File: config.mk
export PLATFORM = sky130hd
export DESIGN_NAME = muldiv_sequencer
export DESIGN_NICKNAME = d
export VERILOG_FILES = /design/src/rtl/muldiv_sequencer.sv
export SDC_FILE = /design/constraint.sdc
export NUM_CORES = 1
export LEC_CHECK = 0
export ABC_AREA = 1
export CAP_MARGIN = 10
export CORE_MARGIN = 2
export CORE_UTILIZATION = 40
export DETAILED_ROUTE_END_ITERATION = 16
export GPL_TIMING_DRIVEN = 0
export PLACE_DENSITY = 0.75
export SETUP_SLACK_MARGIN = 0.02
export SLEW_MARGIN = 20
export SYNTH_ARGS = -nofsm -noshare
export SYNTH_HDL_FRONTEND = slang
export SYNTH_SLANG_ARGS = --single-unit
File: constraint.sdc
create_clock -name clk -period 2.1 [get_ports clk]
set_clock_uncertainty 0.1 [all_clocks]
set_input_delay 0.42 -clock clk [delete_from_list [all_inputs] [get_ports clk]]
set_output_delay 0.42 -clock clk [all_outputs]
set_load 0.03 [all_outputs]
File: src/rtl/muldiv_sequencer.sv
// HI/LO multiply/divide sequencer: shift-add MULT and restoring DIV, one pass of the shared adder per cycle.
// Build option MULDIV_SIGNED_EN adds the signed_op port and sign handling around an unsigned core.
module muldiv_sequencer #(
  parameter int WIDTH = 8,
  parameter int CNT_W = 4
) (
  input  logic             clk,
  input  logic             reset,
  input  logic             start,
  input  logic             op,
`ifdef MULDIV_SIGNED_EN
  input  logic             signed_op,
`endif
  input  logic [WIDTH-1:0] opa,
  input  logic [WIDTH-1:0] opb,
  output logic [WIDTH-1:0] add_a,
  output logic [WIDTH-1:0] add_b,
  output logic             add_sub,
  output logic             add_cin,
  input  logic [WIDTH-1:0] add_sum,
  input  logic             add_cout,
  output logic             busy,
  output logic             done,
  output logic [WIDTH-1:0] hi,
  output logic [WIDTH-1:0] lo
);

  typedef enum logic [1:0] {S_IDLE, S_MUL, S_DIV, S_DONE} state_t;

  state_t           state_q, state_d;
  logic [CNT_W-1:0] cnt_q, cnt_d;
  logic [WIDTH-1:0] pr_q, pr_d;   // P (multiply) or R (divide)
  logic [WIDTH-1:0] q_q, q_d;
  logic [WIDTH-1:0] md_q, md_d;   // M (multiply) or D (divide)
  logic [WIDTH-1:0] hi_q, hi_d;
  logic [WIDTH-1:0] lo_q, lo_d;
  logic             done_q, done_d;

  logic [WIDTH-1:0] opa_mag, opb_mag;
  logic [WIDTH-1:0] div_s;
  logic             div_acc;
  logic             last_iter;

`ifdef MULDIV_SIGNED_EN
  logic neg_q, neg_d;
  logic rneg_q, rneg_d;
  logic isdiv_q, isdiv_d;
  logic a_neg, b_neg;

  // Magnitudes come from dedicated negators; the shared adder is busy only in MUL/DIV.
  assign a_neg   = signed_op & opa[WIDTH-1];
  assign b_neg   = signed_op & opb[WIDTH-1];
  assign opa_mag = a_neg ? -opa : opa;
  assign opb_mag = b_neg ? -opb : opb;
`else
  assign opa_mag = opa;
  assign opb_mag = opb;
`endif

  assign div_s     = {pr_q[WIDTH-2:0], q_q[WIDTH-1]};
  assign div_acc   = add_cout | pr_q[WIDTH-1];
  assign last_iter = (cnt_q == CNT_W'(WIDTH - 1));

  always_comb begin
    state_d = state_q;
    cnt_d   = cnt_q;
    pr_d    = pr_q;
    q_d     = q_q;
    md_d    = md_q;
    hi_d    = hi_q;
    lo_d    = lo_q;
    done_d  = 1'b0;
    add_a   = '0;
    add_b   = '0;
    add_sub = 1'b0;
`ifdef MULDIV_SIGNED_EN
    neg_d   = neg_q;
    rneg_d  = rneg_q;
    isdiv_d = isdiv_q;
`endif
    case (state_q)
      S_IDLE: begin
        if (start) begin
          pr_d  = '0;
          q_d   = opa_mag;
          md_d  = opb_mag;
          cnt_d = '0;
`ifdef MULDIV_SIGNED_EN
          isdiv_d = op;
          neg_d   = a_neg ^ b_neg;
          rneg_d  = a_neg;
`endif
          if (!op) begin
            state_d = S_MUL;
          end else if (opb == '0) begin
            // Divide by zero skips iteration; raw dividend becomes the remainder.
            state_d = S_DONE;
            pr_d    = opa;
            q_d     = '1;
`ifdef MULDIV_SIGNED_EN
            neg_d   = 1'b0;
            rneg_d  = 1'b0;
`endif
          end else begin
            state_d = S_DIV;
          end
        end
      end
      S_MUL: begin
        add_a   = pr_q;
        add_b   = q_q[0] ? md_q : '0;
        pr_d    = {add_cout, add_sum[WIDTH-1:1]};
        q_d     = {add_sum[0], q_q[WIDTH-1:1]};
        cnt_d   = cnt_q + CNT_W'(1);
        if (last_iter) state_d = S_DONE;
      end
      S_DIV: begin
        add_a   = div_s;
        add_b   = md_q;
        add_sub = 1'b1;
        pr_d    = div_acc ? add_sum : div_s;
        q_d     = {q_q[WIDTH-2:0], div_acc};
        cnt_d   = cnt_q + CNT_W'(1);
        if (last_iter) state_d = S_DONE;
      end
      S_DONE: begin
        done_d  = 1'b1;
        state_d = S_IDLE;
`ifdef MULDIV_SIGNED_EN
        if (isdiv_q) begin
          lo_d = neg_q ? -q_q : q_q;
          hi_d = rneg_q ? -pr_q : pr_q;
        end else begin
          {hi_d, lo_d} = neg_q ? -{pr_q, q_q} : {pr_q, q_q};
        end
`else
        hi_d = pr_q;
        lo_d = q_q;
`endif
      end
      default: state_d = S_IDLE;
    endcase
  end

  always_ff @(posedge clk) begin
    if (reset) begin
      state_q <= S_IDLE;
      cnt_q   <= '0;
      pr_q    <= '0;
      q_q     <= '0;
      md_q    <= '0;
      hi_q    <= '0;
      lo_q    <= '0;
      done_q  <= 1'b0;
`ifdef MULDIV_SIGNED_EN
      neg_q   <= 1'b0;
      rneg_q  <= 1'b0;
      isdiv_q <= 1'b0;
`endif
    end else begin
      state_q <= state_d;
      cnt_q   <= cnt_d;
      pr_q    <= pr_d;
      q_q     <= q_d;
      md_q    <= md_d;
      hi_q    <= hi_d;
      lo_q    <= lo_d;
      done_q  <= done_d;
`ifdef MULDIV_SIGNED_EN
      neg_q   <= neg_d;
      rneg_q  <= rneg_d;
      isdiv_q <= isdiv_d;
`endif
    end
  end

  assign add_cin = add_sub;
  assign busy    = (state_q == S_MUL) || (state_q == S_DIV);
  assign done    = done_q;
  assign hi      = hi_q;
  assign lo      = lo_q;

endmodule

* Word-level counts from Yosys, hierarchy flattened *
Cells that the tools add are included.

word-level totals
  flip-flop bits (word level) = 47
  bits in latches = 0
  RAM bits = 0
  memory bits (read-only) = 0
  bits of input ports = 29
  output and inout port bits = 36
  memories kept = 0

cells by class
  add/sub/neg operators = 1
  multiply operators = 0
  divide/modulo/power cells = 0
  magnitude comparators = 0
  eq/ne operators = 6
  shift operators = 0
  mux-type cells = 21
  bitwise operators = 1
  reductions and logical operators = 10

operator list
  operator                                                count
  two-way mux 8 bit                                       8
  one-hot mux 8 bit (3 select lines)                      2
  one-hot mux 8 bit (2 select lines)                      2
  logical NOT 8 bit                                       1
  one-hot mux 4 bit (2 select lines)                      1
  AND reduction 2 bit                                     4
  two-way mux 2 bit                                       3
  one-hot mux 2 bit (3 select lines)                      1
  adder 4 x 1 -> 4 bit (second input constant)            1
  equality test 2 bit (second input constant)             2
  equality test 4 x 3 -> 1 bit (second input constant)    1
  two-way mux 4 bit                                       1
  two-way mux 1 bit                                       3
  nonzero test 3 bit                                      1
  equality test 2 x 1 -> 1 bit (second input constant)    1
  logical NOT 2 bit                                       1
  inequality test 2 x 1 -> 1 bit (second input constant)  1
  inequality test 2 bit (second input constant)           1
  nonzero test 2 bit                                      1
  OR reduction 2 bit                                      1
  logical OR 1 bit                                        1
  OR 1 bit                                                1

* Longest topological paths before layout *
Gate-level depths: netlist of run 1.

  depth after elaboration = 5
  mapped depth = 10

* Worst setup path after synthesis of run 1 *
No wires, ideal clock.

  path kind = reg-to-output
  start = reg state_q[0]
  end = out add_b[0]
  arrival time = 1821 ps
  slack = -241 ps
  stages on the path, launching flop included = 7
  buffers on the path = 2
  cells stage by stage = dfxtp_1 inv_1 ha_1 buf_4 buf_2 nand2_1 nor2_1

between the ends
  longest elaborated chain between the ends = 2
  elaborated cells between the ends (all ways) = 3
  classes of those cells = eq/ne: 2; mux: 1

RTL lines
  element                                                                     RTL line  RTL
  start: declaration                                                          30        state_t state_q, state_d;
  start signal: assignment                                                    161       state_q <= state_d;
  equality test 2 bit / equality test 2 x 1 -> 1 bit (equally long branches)  81        case (state_q)
  one-hot mux 8 bit (2 select lines) (*)                                      81
  end: declaration                                                            17        output logic [WIDTH-1:0] add_b,

Mark *: on every way between the ends. The rest lies on a longest branch, timed or not.

* Final worst setup path of run 1 *
Same ends and word-level chain as after synthesis.

==> impl_metrics.py, run 1 <==
metrics = {
    "cts": {
        "cts_inserted_buffers": 5,
        "cts_tree": "yes",
        "clock-root-buffer": "sky130_fd_sc_hd__clkbuf_8",
        "clkTransAtPathRegs_ns": 0.09,
        "ctsHtreeMaxLevel": 2,
        "cts_sinks": 47,
        "cts_hold_buf": 0,
        "max-clock-path-buffers": 2,
        "clock_insertion_delay_worst_skew_ns": 0.30,
    },
    "logic_synthesis": {
        "synth-warning-count": 0,
        "synthesis.nets": 423,
        "yosysTopAreaCellShare_pct": 37.2,
        "syn-cell-area_um2": 2530,
        "synth.area.top_cells": "sky130_fd_sc_hd__dfxtp_1 (37%), sky130_fd_sc_hd__nand2_1 (13%), sky130_fd_sc_hd__nor2_1 (12%)",
        "edff_count_synth": 0,
        "yosys.area.top_type": "sky130_fd_sc_hd__dfxtp_1",
        "synth.ff_latch_count": 47,
        "synth_cell_type_count": 28,
        "ys_dominant_reg_cell": "sky130_fd_sc_hd__dfxtp_1",
        "avgSynthCellArea_um2": 6.53,
        "synthesis.instances": 388,
        "ys_async_sr_fraction_pct": 0,
        "synth-seq-area-share_pct": 37.2,
    },
    "critical_path": {
        "critPathBufInv": 5,
        "setup.worst_path.class": "reg -> out",
        "critical_path.top_delay_family": "buffers and inverters",
        "critPathLaunchType": "flop",
        "critical_path.max_stage_delay_ns": 0.36,
        "critical_path.slowest_cell": "sky130_fd_sc_hd__dfxtp_2",
        "critical_path.max_fanout": 8,
        "critical_path.endpoint_type": "primary output",
        "worst-endpoint-arrival_ns": 1.57,
        "cp.required_ns": 1.58,
        "critical_path.cell_chain": "inv_4 > ha_4 > buf_6 > buf_8 > a21oi_4 > buf_12 > nor2_2 > buf_6",
        "most_repeated_library_cell_on_the_critical_path": "sky130_fd_sc_hd__buf_6",
    },
    "layout": {
        "final_design_instance_area_without_fill_um2": 3570,
        "layout.cells.non_filler": 542,
        "utilization_pct": 59.2,
        "layout_cells_sized_above_1_pct": 16.9,
        "areaGrowthSynthToFinish_pct": 40.9,
        "fill_cells": 586,
        "n_antenna_cell": 0,
        "final_nets": 501,
    },
    "sta": {
        "report.final.setup_viol": 0,
        "rsz0062_at_grt": "yes",
        "slew_viol_final": 0,
        "time_the_final_worst_path_needs_with_i_o_delays_and_setup_ns": 2.09,
        "fin_setup_tns_ns": 0,
        "worst_pin_slew_ns": 0.479,
        "timing.fmax_ghz": 0.478,
        "relative_slew_slack_pct": 68.1,
        "final_min_period_over_clock_period_pct": 99.6,
        "hold_viol_final": 0,
    },
    "run_status": {
        "outcome": "complete, no violations",
    },
    "drt": {
        "drtIter0Drc": 241,
        "drt-pass1-iter-count": 4,
        "wire_per_inst_um": 13.6,
        "drt_drc_violations_left": 0,
        "vias_per_cell": 5.14,
        "route.final.wire_length_um": 7360,
        "drtAntennaViolNets": 0,
        "routed-via-count": 2787,
    },
    "place": {
        "numPlacedInstances": 527,
        "place.port_buffers": 64,
        "detailed_place_hpwl_um": 5280,
        "postPlaceCellArea_um2": 3300,
        "routabilityCongestion": 0.918,
    },
    "power": {
        "total_power_w": 0.00442,
        "worst_vdd_ir_mv": 0.512,
        "power.leakage_nw": 1.56,
        "power.density_nw_per_um2": 1240,
    },
    "die": {
        "initial_utilization_pct": 42.0,
        "die_h_um": 83.6,
        "die_area_um2": 6980,
        "die_x_um": 83.6,
        "io_pins": 65,
        "core_rows": 28,
        "core_area_um2": 6030,
    },
    "run": {
        "drv.max_cap_violation_count": 0,
    },
    "grt": {
        "number_of_antenna_violations_at_the_first_check_in_global_routing": 0,
        "grt_first_pass_wirelength_um": 12100,
        "track_usage_pct": 20.8,
        "global_route.overflow_total": 0,
        "grt_max_degree": 20,
        "first_global_vias": 2595,
    },
    "worst_hold_path": {
        "hold_path.class": "reg -> reg",
    },
}
metal layers:
metal	wire length, µm	GRT usage, %
met1	3250	26.8
met4	210	8.50
met5	0	0
met3	547	3.86
met2	3350	34.3
path summary, 6_finish.rpt:
path | startpoint | to | slack (ns) | depth (start not counted)
max | state_q[0]$_SDFFE_PP0P_ | add_b[0] | 0.008 | 8
min | cnt_q[1]$_SDFFE_PP0P_ | cnt_q[1]$_SDFFE_PP0P_ | 0.39 | 2
min reg2reg | cnt_q[1]$_SDFFE_PP0P_ | cnt_q[1]$_SDFFE_PP0P_ | 0.39 | 2
max reg2reg | state_q[0]$_SDFFE_PP0P_ | lo[0]$_SDFFE_PP0P_ | 0.18 | 7
layout make-up:
| class | instances | area, µm² | share of cell area, % |
|---|---|---|---|
| buffer | 19 | 160 | 4.49 |
| clock inverter | 2 | 12.5 | 0.351 |
| inverter | 26 | 105 | 2.95 |
| multi-input combinational | 293 | 1450 | 40.7 |
| timing repair buffer | 74 | 727 | 20.4 |
| clock buffer | 6 | 72.6 | 2.03 |
| sequential | 47 | 946 | 26.5 |
| tap | 75 | 93.8 | 2.63 |
per-stage QoR:
step / hold WS, ns / setup WS [ns]
5_1_grt: 0.403 / -0.0467
3_3_place_gp: 0.363 / -0.561
3_5_place_dp: 0.372 / -0.582
6_report: 0.389 / 0.00794
2_1_floorplan: 0.345 / -0.0776
4_1_cts: 0.386 / 0.0213
flip-flops by register name (all words and copies together), names as in the netlist:
signal,count
done,1
hi,8
pr_q,8
lo,8
md_q,8
cnt_q,4
q_q,8
state_q,2
worst reg2reg max path: stages, from the launching register on:
cell and delay [ns]:
sky130_fd_sc_hd__dfxtp_2 0.36, sky130_fd_sc_hd__buf_4 0.13, sky130_fd_sc_hd__buf_4 0.11, sky130_fd_sc_hd__ha_1 0.34, sky130_fd_sc_hd__clkinv_1 0.28, sky130_fd_sc_hd__clkbuf_2 0.29
sky130_fd_sc_hd__nor2_1 0.16, sky130_fd_sc_hd__nor2_1 0.06
repair_timing:
item / CTS / global route
pin swaps: 3 / 2
endpoints found under the setup margin: 19 / 19
setup buffers: 7 / 3
cloned: 0 / 0
resized for setup: 123 / 23
logic make-up (layout without fill, tap and decap cells):
family	Yosys count	after routing	share of synthesized area, %
AOI/OAI and AO/OA	73	73	15.5
buffers and inverters	48	127	9.14
adders and majority gates	6	6	2.96
DFF	47	47	37.2
and+or+nand+nor	214	214	35.2
cell usage after synthesis, types with 2 or more instances:
cell	number
sky130_fd_sc_hd__nand2_1	87
sky130_fd_sc_hd__nor2_1	79
sky130_fd_sc_hd__dfxtp_1	47
sky130_fd_sc_hd__o21ai_0	39
sky130_fd_sc_hd__nand3_1	31
sky130_fd_sc_hd__a21oi_1	22
sky130_fd_sc_hd__inv_1	22
sky130_fd_sc_hd__or2_1	9
sky130_fd_sc_hd__buf_2	7
sky130_fd_sc_hd__clkbuf_1	6
sky130_fd_sc_hd__ha_1	6
sky130_fd_sc_hd__buf_4	5
sky130_fd_sc_hd__o21ai_1	5
sky130_fd_sc_hd__buf_6	3
sky130_fd_sc_hd__inv_2	3
sky130_fd_sc_hd__and3_1	2
sky130_fd_sc_hd__nor2_4	2
sky130_fd_sc_hd__nor3_1	2
sky130_fd_sc_hd__o21ai_2	2
report_power, final:
part	total, W	leakage, nW	switching (W)	internal [W]
clock network	0.000549	0.0412	0.000315	0.000233
logic	0.00247	1.13	0.00143	0.00104
registers	0.00140	0.386	0.000242	0.00116
cell usage in the layout (no fill, tap or decap), types with 2 or more instances in the layout:
cell,count
sky130_fd_sc_hd__buf_6,16
sky130_fd_sc_hd__ha_4,3
sky130_fd_sc_hd__clkbuf_8,5
sky130_fd_sc_hd__nor2_2,8
sky130_fd_sc_hd__clkbuf_2,2
sky130_fd_sc_hd__a21oi_1,15
sky130_fd_sc_hd__nor2_4,2
sky130_fd_sc_hd__nand3_1,31
sky130_fd_sc_hd__clkdlybuf4s50_1,46
sky130_fd_sc_hd__buf_8,2
sky130_fd_sc_hd__o21ai_1,5
sky130_fd_sc_hd__a21oi_2,7
sky130_fd_sc_hd__and3_1,2
sky130_fd_sc_hd__inv_2,2
sky130_fd_sc_hd__buf_4,16
sky130_fd_sc_hd__clkbuf_1,6
sky130_fd_sc_hd__inv_1,20
sky130_fd_sc_hd__buf_12,2
sky130_fd_sc_hd__o21ai_2,2
sky130_fd_sc_hd__dlygate4sd2_1,2
sky130_fd_sc_hd__nor3_1,2
sky130_fd_sc_hd__dfxtp_1,45
sky130_fd_sc_hd__buf_2,2
sky130_fd_sc_hd__or2_1,9
sky130_fd_sc_hd__o21ai_0,39
sky130_fd_sc_hd__inv_4,3
sky130_fd_sc_hd__nor2_1,71
sky130_fd_sc_hd__ha_1,3
sky130_fd_sc_hd__nand2_1,87
Power figures use the tool's default switching activity.
==> run 2, diff against run 1 <==
--- a/config.mk
+++ b/config.mk
@@ -8,10 +8,10 @@
 export ABC_AREA = 1
 export CAP_MARGIN = 10
 export CORE_MARGIN = 2
-export CORE_UTILIZATION = 40
+export CORE_UTILIZATION = 49
 export DETAILED_ROUTE_END_ITERATION = 16
 export GPL_TIMING_DRIVEN = 0
-export PLACE_DENSITY = 0.75
+export PLACE_DENSITY = 0.88
 export SETUP_SLACK_MARGIN = 0.02
 export SLEW_MARGIN = 20
 export SYNTH_ARGS = -nofsm -noshare
==> impl_metrics.py, run 2 (same netlist as run 1, synthesis figures left out) <==
metrics = {
    "power": {
        "sequentialPowerShare_pct": 30.2,
        "worst_vdd_ir_mv": 0.776,
        "power.leakage_nw": 1.60,
        "clock_power_share_pct": 15.1,
        "total_power_w": 0.00463,
        "swShare_pct": 44.4,
        "internal_power_w": 0.00258,
        "power.density_nw_per_um2": 1280,
        "power.combinational.fraction_pct": 54.7,
        "netSwitchingPower_w": 0.00206,
    },
    "cts": {
        "max-clock-path-buffers": 2,
        "ctsHtreeMaxLevel": 2,
        "clkTransAtPathRegs_ns": 0.09,
        "cts_tree": "yes",
        "clock-root-buffer": "sky130_fd_sc_hd__clkbuf_8",
        "clock_insertion_delay_worst_skew_ns": 0.31,
        "cts_sinks": 47,
        "cts_inserted_buffers": 5,
    },
    "layout": {
        "layout_cells_sized_above_1_pct": 17.7,
        "most-common-layout-cells": "sky130_fd_sc_hd__nand2_1 (85), sky130_fd_sc_hd__nor2_1 (71), sky130_fd_sc_hd__dfxtp_1 (45), sky130_fd_sc_hd__clkdlybuf4s50_1 (45), sky130_fd_sc_hd__o21ai_0 (39)",
        "utilization_pct": 71.8,
        "areaGrowthSynthToFinish_pct": 43.0,
        "layout.cells.non_filler": 539,
        "final_nets": 503,
        "n_antenna_cell": 0,
        "mostFrequentLayoutCell": "sky130_fd_sc_hd__nand2_1",
    },
    "sta": {
        "report.final.setup_viol": 2,
        "relative_slew_slack_pct": 69.2,
        "timing.fmax_ghz": 0.475,
        "fin_setup_tns_ns": -0.00566,
        "worst_pin_slew_ns": 0.461,
        "hold_viol_final": 0,
        "postLayoutSetupSlackWorst_ns": -0.00456,
        "time_the_final_worst_path_needs_with_i_o_delays_and_setup_ns": 2.10,
        "final_min_period_over_clock_period_pct": 100,
        "rsz0062_at_grt": "yes",
        "slew_viol_final": 0,
    },
    "critical_path": {
        "critPathLaunchType": "flop",
        "worst_setup_startpoint": "state_q[0]$_SDFFE_PP0P_",
        "capture_point_of_the_worst_path": "add_b[5]",
        "setup.reg_to_reg.worst_slack_ns": 0.18,
        "worst-endpoint-arrival_ns": 1.58,
        "setup.worst_path.class": "reg -> out",
        "reg2reg_from": "state_q[0]$_SDFFE_PP0P_",
        "critical_path.endpoint_type": "primary output",
        "crit-reg2reg-capture": "lo[0]$_SDFFE_PP0P_",
        "cp.required_ns": 1.58,
        "worst-r2r-cell-count": 7,
        "critical_path.max_fanout": 8,
    },
    "grt": {
        "first_global_vias": 2663,
        "number_of_antenna_violations_at_the_first_check_in_global_routing": 0,
        "grtUsageMet1_pct": 34.5,
        "grt.met2_usage_pct": 45.8,
        "global_route.overflow_total": 0,
        "grtUsageMet3_pct": 4.63,
        "grt_first_pass_wirelength_um": 12000,
        "grt.busiest_layer": "met2",
        "track_usage_pct": 27.3,
        "grt_max_degree": 20,
    },
    "place": {
        "routabilityCongestion": 0.940,
        "numPlacedInstances": 522,
        "detailed_place_hpwl_um": 5280,
        "place.port_buffers": 64,
        "detailedPlace.worstSlack_ns": -0.607,
    },
    "die": {
        "initial_utilization_pct": 50.2,
        "die_x_um": 75.9,
        "die_h_um": 75.9,
        "core_rows": 26,
        "die_area_um2": 5760,
        "core_area_um2": 5040,
        "io_pins": 65,
    },
    "drt": {
        "vias_per_cell": 5.28,
        "drtIter0Drc": 275,
        "routed-via-count": 2846,
        "drt-pass1-iter-count": 5,
        "drt_drc_violations_left": 0,
        "drtAntennaViolNets": 0,
        "wire_per_inst_um": 13.9,
        "route.final.wire_length_um": 7510,
    },
    "run_status": {
        "failed_checks": "negative setup slack",
        "outcome": "finished, violations left",
    },
    "run": {
        "drv.max_cap_violation_count": 0,
    },
    "worst_hold_path": {
        "hold_path.class": "reg -> reg",
        "min_delay_path_depth": 2,
    },
}
-- run 2: cell count changes in the layout (fill, tap and decap cells not counted), sizes merged --
cell	change
clkinv	-1
bufinv	+1
clkdlybuf4s50	-1
inv	+1
buf	+2
dlymetal6s2s	+1
clkbuf	-1
-- run 2: area by class of cell --
cell class / instances / area [µm²]
Buffer: 19 / 159
Clock buffer: 5 / 68.8
Clock inverter: 3 / 46.3
Fill cell: 406 / 1420
Inverter: 26 / 103
Multi-Input combinational cell: 293 / 1460
Sequential cell: 47 / 946
Tap cell: 70 / 87.6
Timing Repair Buffer: 76 / 756
-- run 2: critical path: stages, from the launching register on --
cell                      delay [ns]
sky130_fd_sc_hd__dfxtp_2        0.35
sky130_fd_sc_hd__buf_4          0.15
sky130_fd_sc_hd__ha_4           0.17
sky130_fd_sc_hd__buf_8          0.12
sky130_fd_sc_hd__a21oi_4        0.16
sky130_fd_sc_hd__buf_12         0.14
sky130_fd_sc_hd__nor2_2         0.04
sky130_fd_sc_hd__buf_6          0.13
-- run 2: how the worst min path moves through the flow --
| stage | startpoint | to | slack (ns) |
|---|---|---|---|
| 2_1_floorplan | cnt_q[1]$_SDFFE_PP0P_ | cnt_q[1]$_SDFFE_PP0P_ | 0.35 |
| 3_3_place_gp | md_q[4]$_SDFFE_PP0P_ | md_q[4]$_SDFFE_PP0P_ | 0.36 |
| 3_5_place_dp | md_q[1]$_SDFFE_PP0P_ | md_q[1]$_SDFFE_PP0P_ | 0.37 |
| 4_1_cts | md_q[1]$_SDFFE_PP0P_ | md_q[1]$_SDFFE_PP0P_ | 0.39 |
| 5_1_grt | cnt_q[1]$_SDFFE_PP0P_ | cnt_q[1]$_SDFFE_PP0P_ | 0.42 |
| 6_report | md_q[1]$_SDFFE_PP0P_ | md_q[1]$_SDFFE_PP0P_ | 0.39 |
-- run 2: stage by stage --
step | hold slack [ns] | area (µm²)
2_1_floorplan | 0.345 | 2570
3_3_place_gp | 0.362 | 3290
3_5_place_dp | 0.371 | 3290
4_1_cts | 0.393 | 3530
5_1_grt | 0.416 | 3620
6_report | 0.387 | 3620
-- run 2: what timing repair did --
item / CTS / global route
resized for setup: 124 / 23
buffers inserted: 8 / 4
hold buffers: 0 / 0
setup endpoints to repair: 19 / 17
pin swaps: 2 / 3
-- run 2: per-layer routing --
metal	vias up	routed length, µm
li1	1401	-
met1	1283	3110
met2	142	3680
met3	20	515
met4	0	204
met5	-	0
-- run 2: power by group through the flow --
stage               Combinational (W)  Sequential (W)  Clock (W)
detailed placement            0.00217         0.00139          0
floorplan                     0.00147         0.00144          0
CTS                           0.00238         0.00139   0.000703
global placement              0.00211         0.00139          0
finish                        0.00254         0.00140   0.000699
global route                  0.00277         0.00143   0.000743
==> run 3, diff against run 2 <==
--- a/config.mk
+++ b/config.mk
@@ -7,6 +7,7 @@
 export LEC_CHECK = 0
 export ABC_AREA = 1
 export CAP_MARGIN = 10
+export CORE_ASPECT_RATIO = 0.9
 export CORE_MARGIN = 2
 export CORE_UTILIZATION = 49
 export DETAILED_ROUTE_END_ITERATION = 16
==> impl_metrics.py, run 3 (same netlist as run 1, synthesis figures left out) <==
metrics = {
    "run_status": {
        "outcome": "finished, violations left",
        "failed_checks": "negative setup slack",
    },
    "sta": {
        "report.final.setup_viol": 8,
        "rsz0062_at_grt": "yes",
        "worst_pin_slew_ns": 0.509,
        "slew_viol_final": 0,
        "postLayoutSetupSlackWorst_ns": -0.00971,
        "timing.fmax_ghz": 0.474,
        "relative_slew_slack_pct": 66.1,
        "worst_hold_slack_ns": 0.384,
        "hold_viol_final": 0,
        "final_min_period_over_clock_period_pct": 100,
        "time_the_final_worst_path_needs_with_i_o_delays_and_setup_ns": 2.11,
    },
    "worst_hold_path": {
        "min_delay_path_depth": 2,
        "hold_start": "cnt_q[1]$_SDFFE_PP0P_",
        "hold_path_end": "cnt_q[1]$_SDFFE_PP0P_",
        "hold_path.class": "reg -> reg",
    },
    "layout": {
        "layout.cells.non_filler": 532,
        "mostFrequentLayoutCell": "sky130_fd_sc_hd__nand2_1",
        "areaGrowthSynthToFinish_pct": 40.5,
        "final_nets": 502,
        "most-common-layout-cells": "sky130_fd_sc_hd__nand2_1 (87), sky130_fd_sc_hd__nor2_1 (71), sky130_fd_sc_hd__dfxtp_1 (45), sky130_fd_sc_hd__clkdlybuf4s50_1 (45), sky130_fd_sc_hd__o21ai_0 (39)",
        "n_antenna_cell": 0,
        "layout_cells_sized_above_1_pct": 16.9,
        "final_design_instance_area_without_fill_um2": 3560,
    },
    "grt": {
        "number_of_antenna_violations_at_the_first_check_in_global_routing": 0,
        "global_route.overflow_total": 0,
        "first_global_vias": 2599,
        "grt_first_pass_wirelength_um": 12200,
        "grt_max_degree": 20,
        "track_usage_pct": 26.9,
    },
    "cts": {
        "ctsHtreeMaxLevel": 2,
        "clkTransAtPathRegs_ns": 0.08,
        "max-clock-path-buffers": 2,
        "clock-root-buffer": "sky130_fd_sc_hd__clkbuf_8",
        "cts_inserted_buffers": 5,
        "clock_insertion_delay_worst_skew_ns": 0.30,
        "cts_sinks": 47,
        "cts_tree": "yes",
    },
    "die": {
        "io_pins": 65,
        "die_x_um": 79.8,
        "core_area_um2": 4920,
        "die_h_um": 72.2,
        "initial_utilization_pct": 51.4,
        "core_rows": 24,
        "die_area_um2": 5760,
    },
    "drt": {
        "wire_per_inst_um": 14.2,
        "drt-pass1-iter-count": 6,
        "vias_per_cell": 5.42,
        "drt_drc_violations_left": 0,
        "drtAntennaViolNets": 0,
        "route.final.wire_length_um": 7550,
        "drtIter0Drc": 347,
        "routed-via-count": 2885,
    },
    "critical_path": {
        "setup.reg_to_reg.worst_slack_ns": 0.18,
        "reg2reg_from": "state_q[0]$_SDFFE_PP0P_",
        "worst-r2r-cell-count": 7,
        "crit-reg2reg-capture": "hi[6]$_SDFFE_PP0P_",
        "setup.worst_path.class": "reg -> out",
        "critical_path.endpoint_type": "primary output",
        "critical_path.max_fanout": 8,
        "worst-endpoint-arrival_ns": 1.59,
        "cp.required_ns": 1.58,
        "critPathLaunchType": "flop",
    },
    "run": {
        "drv.max_cap_violation_count": 0,
    },
    "power": {
        "power.density_nw_per_um2": 1260,
        "power.leakage_nw": 1.58,
        "worst_vdd_ir_mv": 1.19,
    },
    "place": {
        "numPlacedInstances": 517,
        "place.port_buffers": 64,
        "detailed_place_hpwl_um": 5350,
        "postPlaceCellArea_um2": 3290,
        "routabilityCongestion": 0.941,
    },
}
-- run 3: worst max path at each step --
stage | to | startpoint | slack, ns
floorplan | add_b[0] | state_q[0]$_SDFFE_PP0P_ | -0.08
finish | add_b[0] | state_q[0]$_SDFFE_PP0P_ | -0.01
detailed placement | add_b[0] | state_q[0]$_SDFFE_PP0P_ | -0.61
global placement | add_b[7] | state_q[1]$_SDFFE_PP0P_ | -0.58
CTS | add_b[0] | state_q[0]$_SDFFE_PP0P_ | 0.002
global route | add_b[0] | state_q[0]$_SDFFE_PP0P_ | -0.04
-- run 3: report_power, final --
part,leakage (nW),internal [W],switching (W)
combinational,1.15,0.00106,0.00148
clock,0.0470,0.000259,0.000291
sequential,0.386,0.00116,0.000239
total,1.58,0.00247,0.00201
-- run 3: area by class of cell --
type | instances | area, µm²
multi-input combinational | 293 | 1450
fill | 386 | 1370
buffer | 19 | 160
sequential | 47 | 946
clock buffer | 6 | 82.6
timing repair buffer | 75 | 733
inverter | 26 | 103
clock inverter | 1 | 5.00
tap | 65 | 81.3
-- run 3: metrics by stage --
| stage | setup TNS [ns] | power (W) | util (%) | worst slack [ns] |
|---|---|---|---|---|
| after floorplan | -0.987 | 0.00291 | - | -0.0776 |
| after global placement | -7.47 | 0.00350 | 66.8 | -0.580 |
| after detailed placement | -7.72 | 0.00358 | 66.8 | -0.610 |
| after CTS | 0 | 0.00432 | 70.8 | 0.00197 |
| after global routing | -0.261 | 0.00477 | 72.3 | -0.0386 |
| final | -0.0499 | 0.00448 | 72.3 | -0.00971 |
-- run 3: critical path, stage by stage, from the launching register on --
cell                      delay (ns)
sky130_fd_sc_hd__dfxtp_2        0.37
sky130_fd_sc_hd__inv_4          0.06
sky130_fd_sc_hd__ha_4           0.16
sky130_fd_sc_hd__buf_6          0.12
sky130_fd_sc_hd__buf_8          0.12
sky130_fd_sc_hd__a21oi_4        0.13
sky130_fd_sc_hd__buf_12         0.15
sky130_fd_sc_hd__nor2_2         0.04
sky130_fd_sc_hd__buf_6          0.13
-- run 3: layer usage --
metal  wire length [µm]  up-vias  GRT usage, %
met4                207        0          9.60
met1               3120     1319          36.0
met2               3580      144          44.6
met5                  0        -             0
met3                640       27          3.61
li1                   -     1395             -
-- run 3: what timing repair did --
action | CTS | global route
setup buffers | 8 | 3
pin swaps | 2 | 2
hold buffers | 0 | 0
setup endpoints to repair | 19 | 26
gates resized for setup | 121 | 23
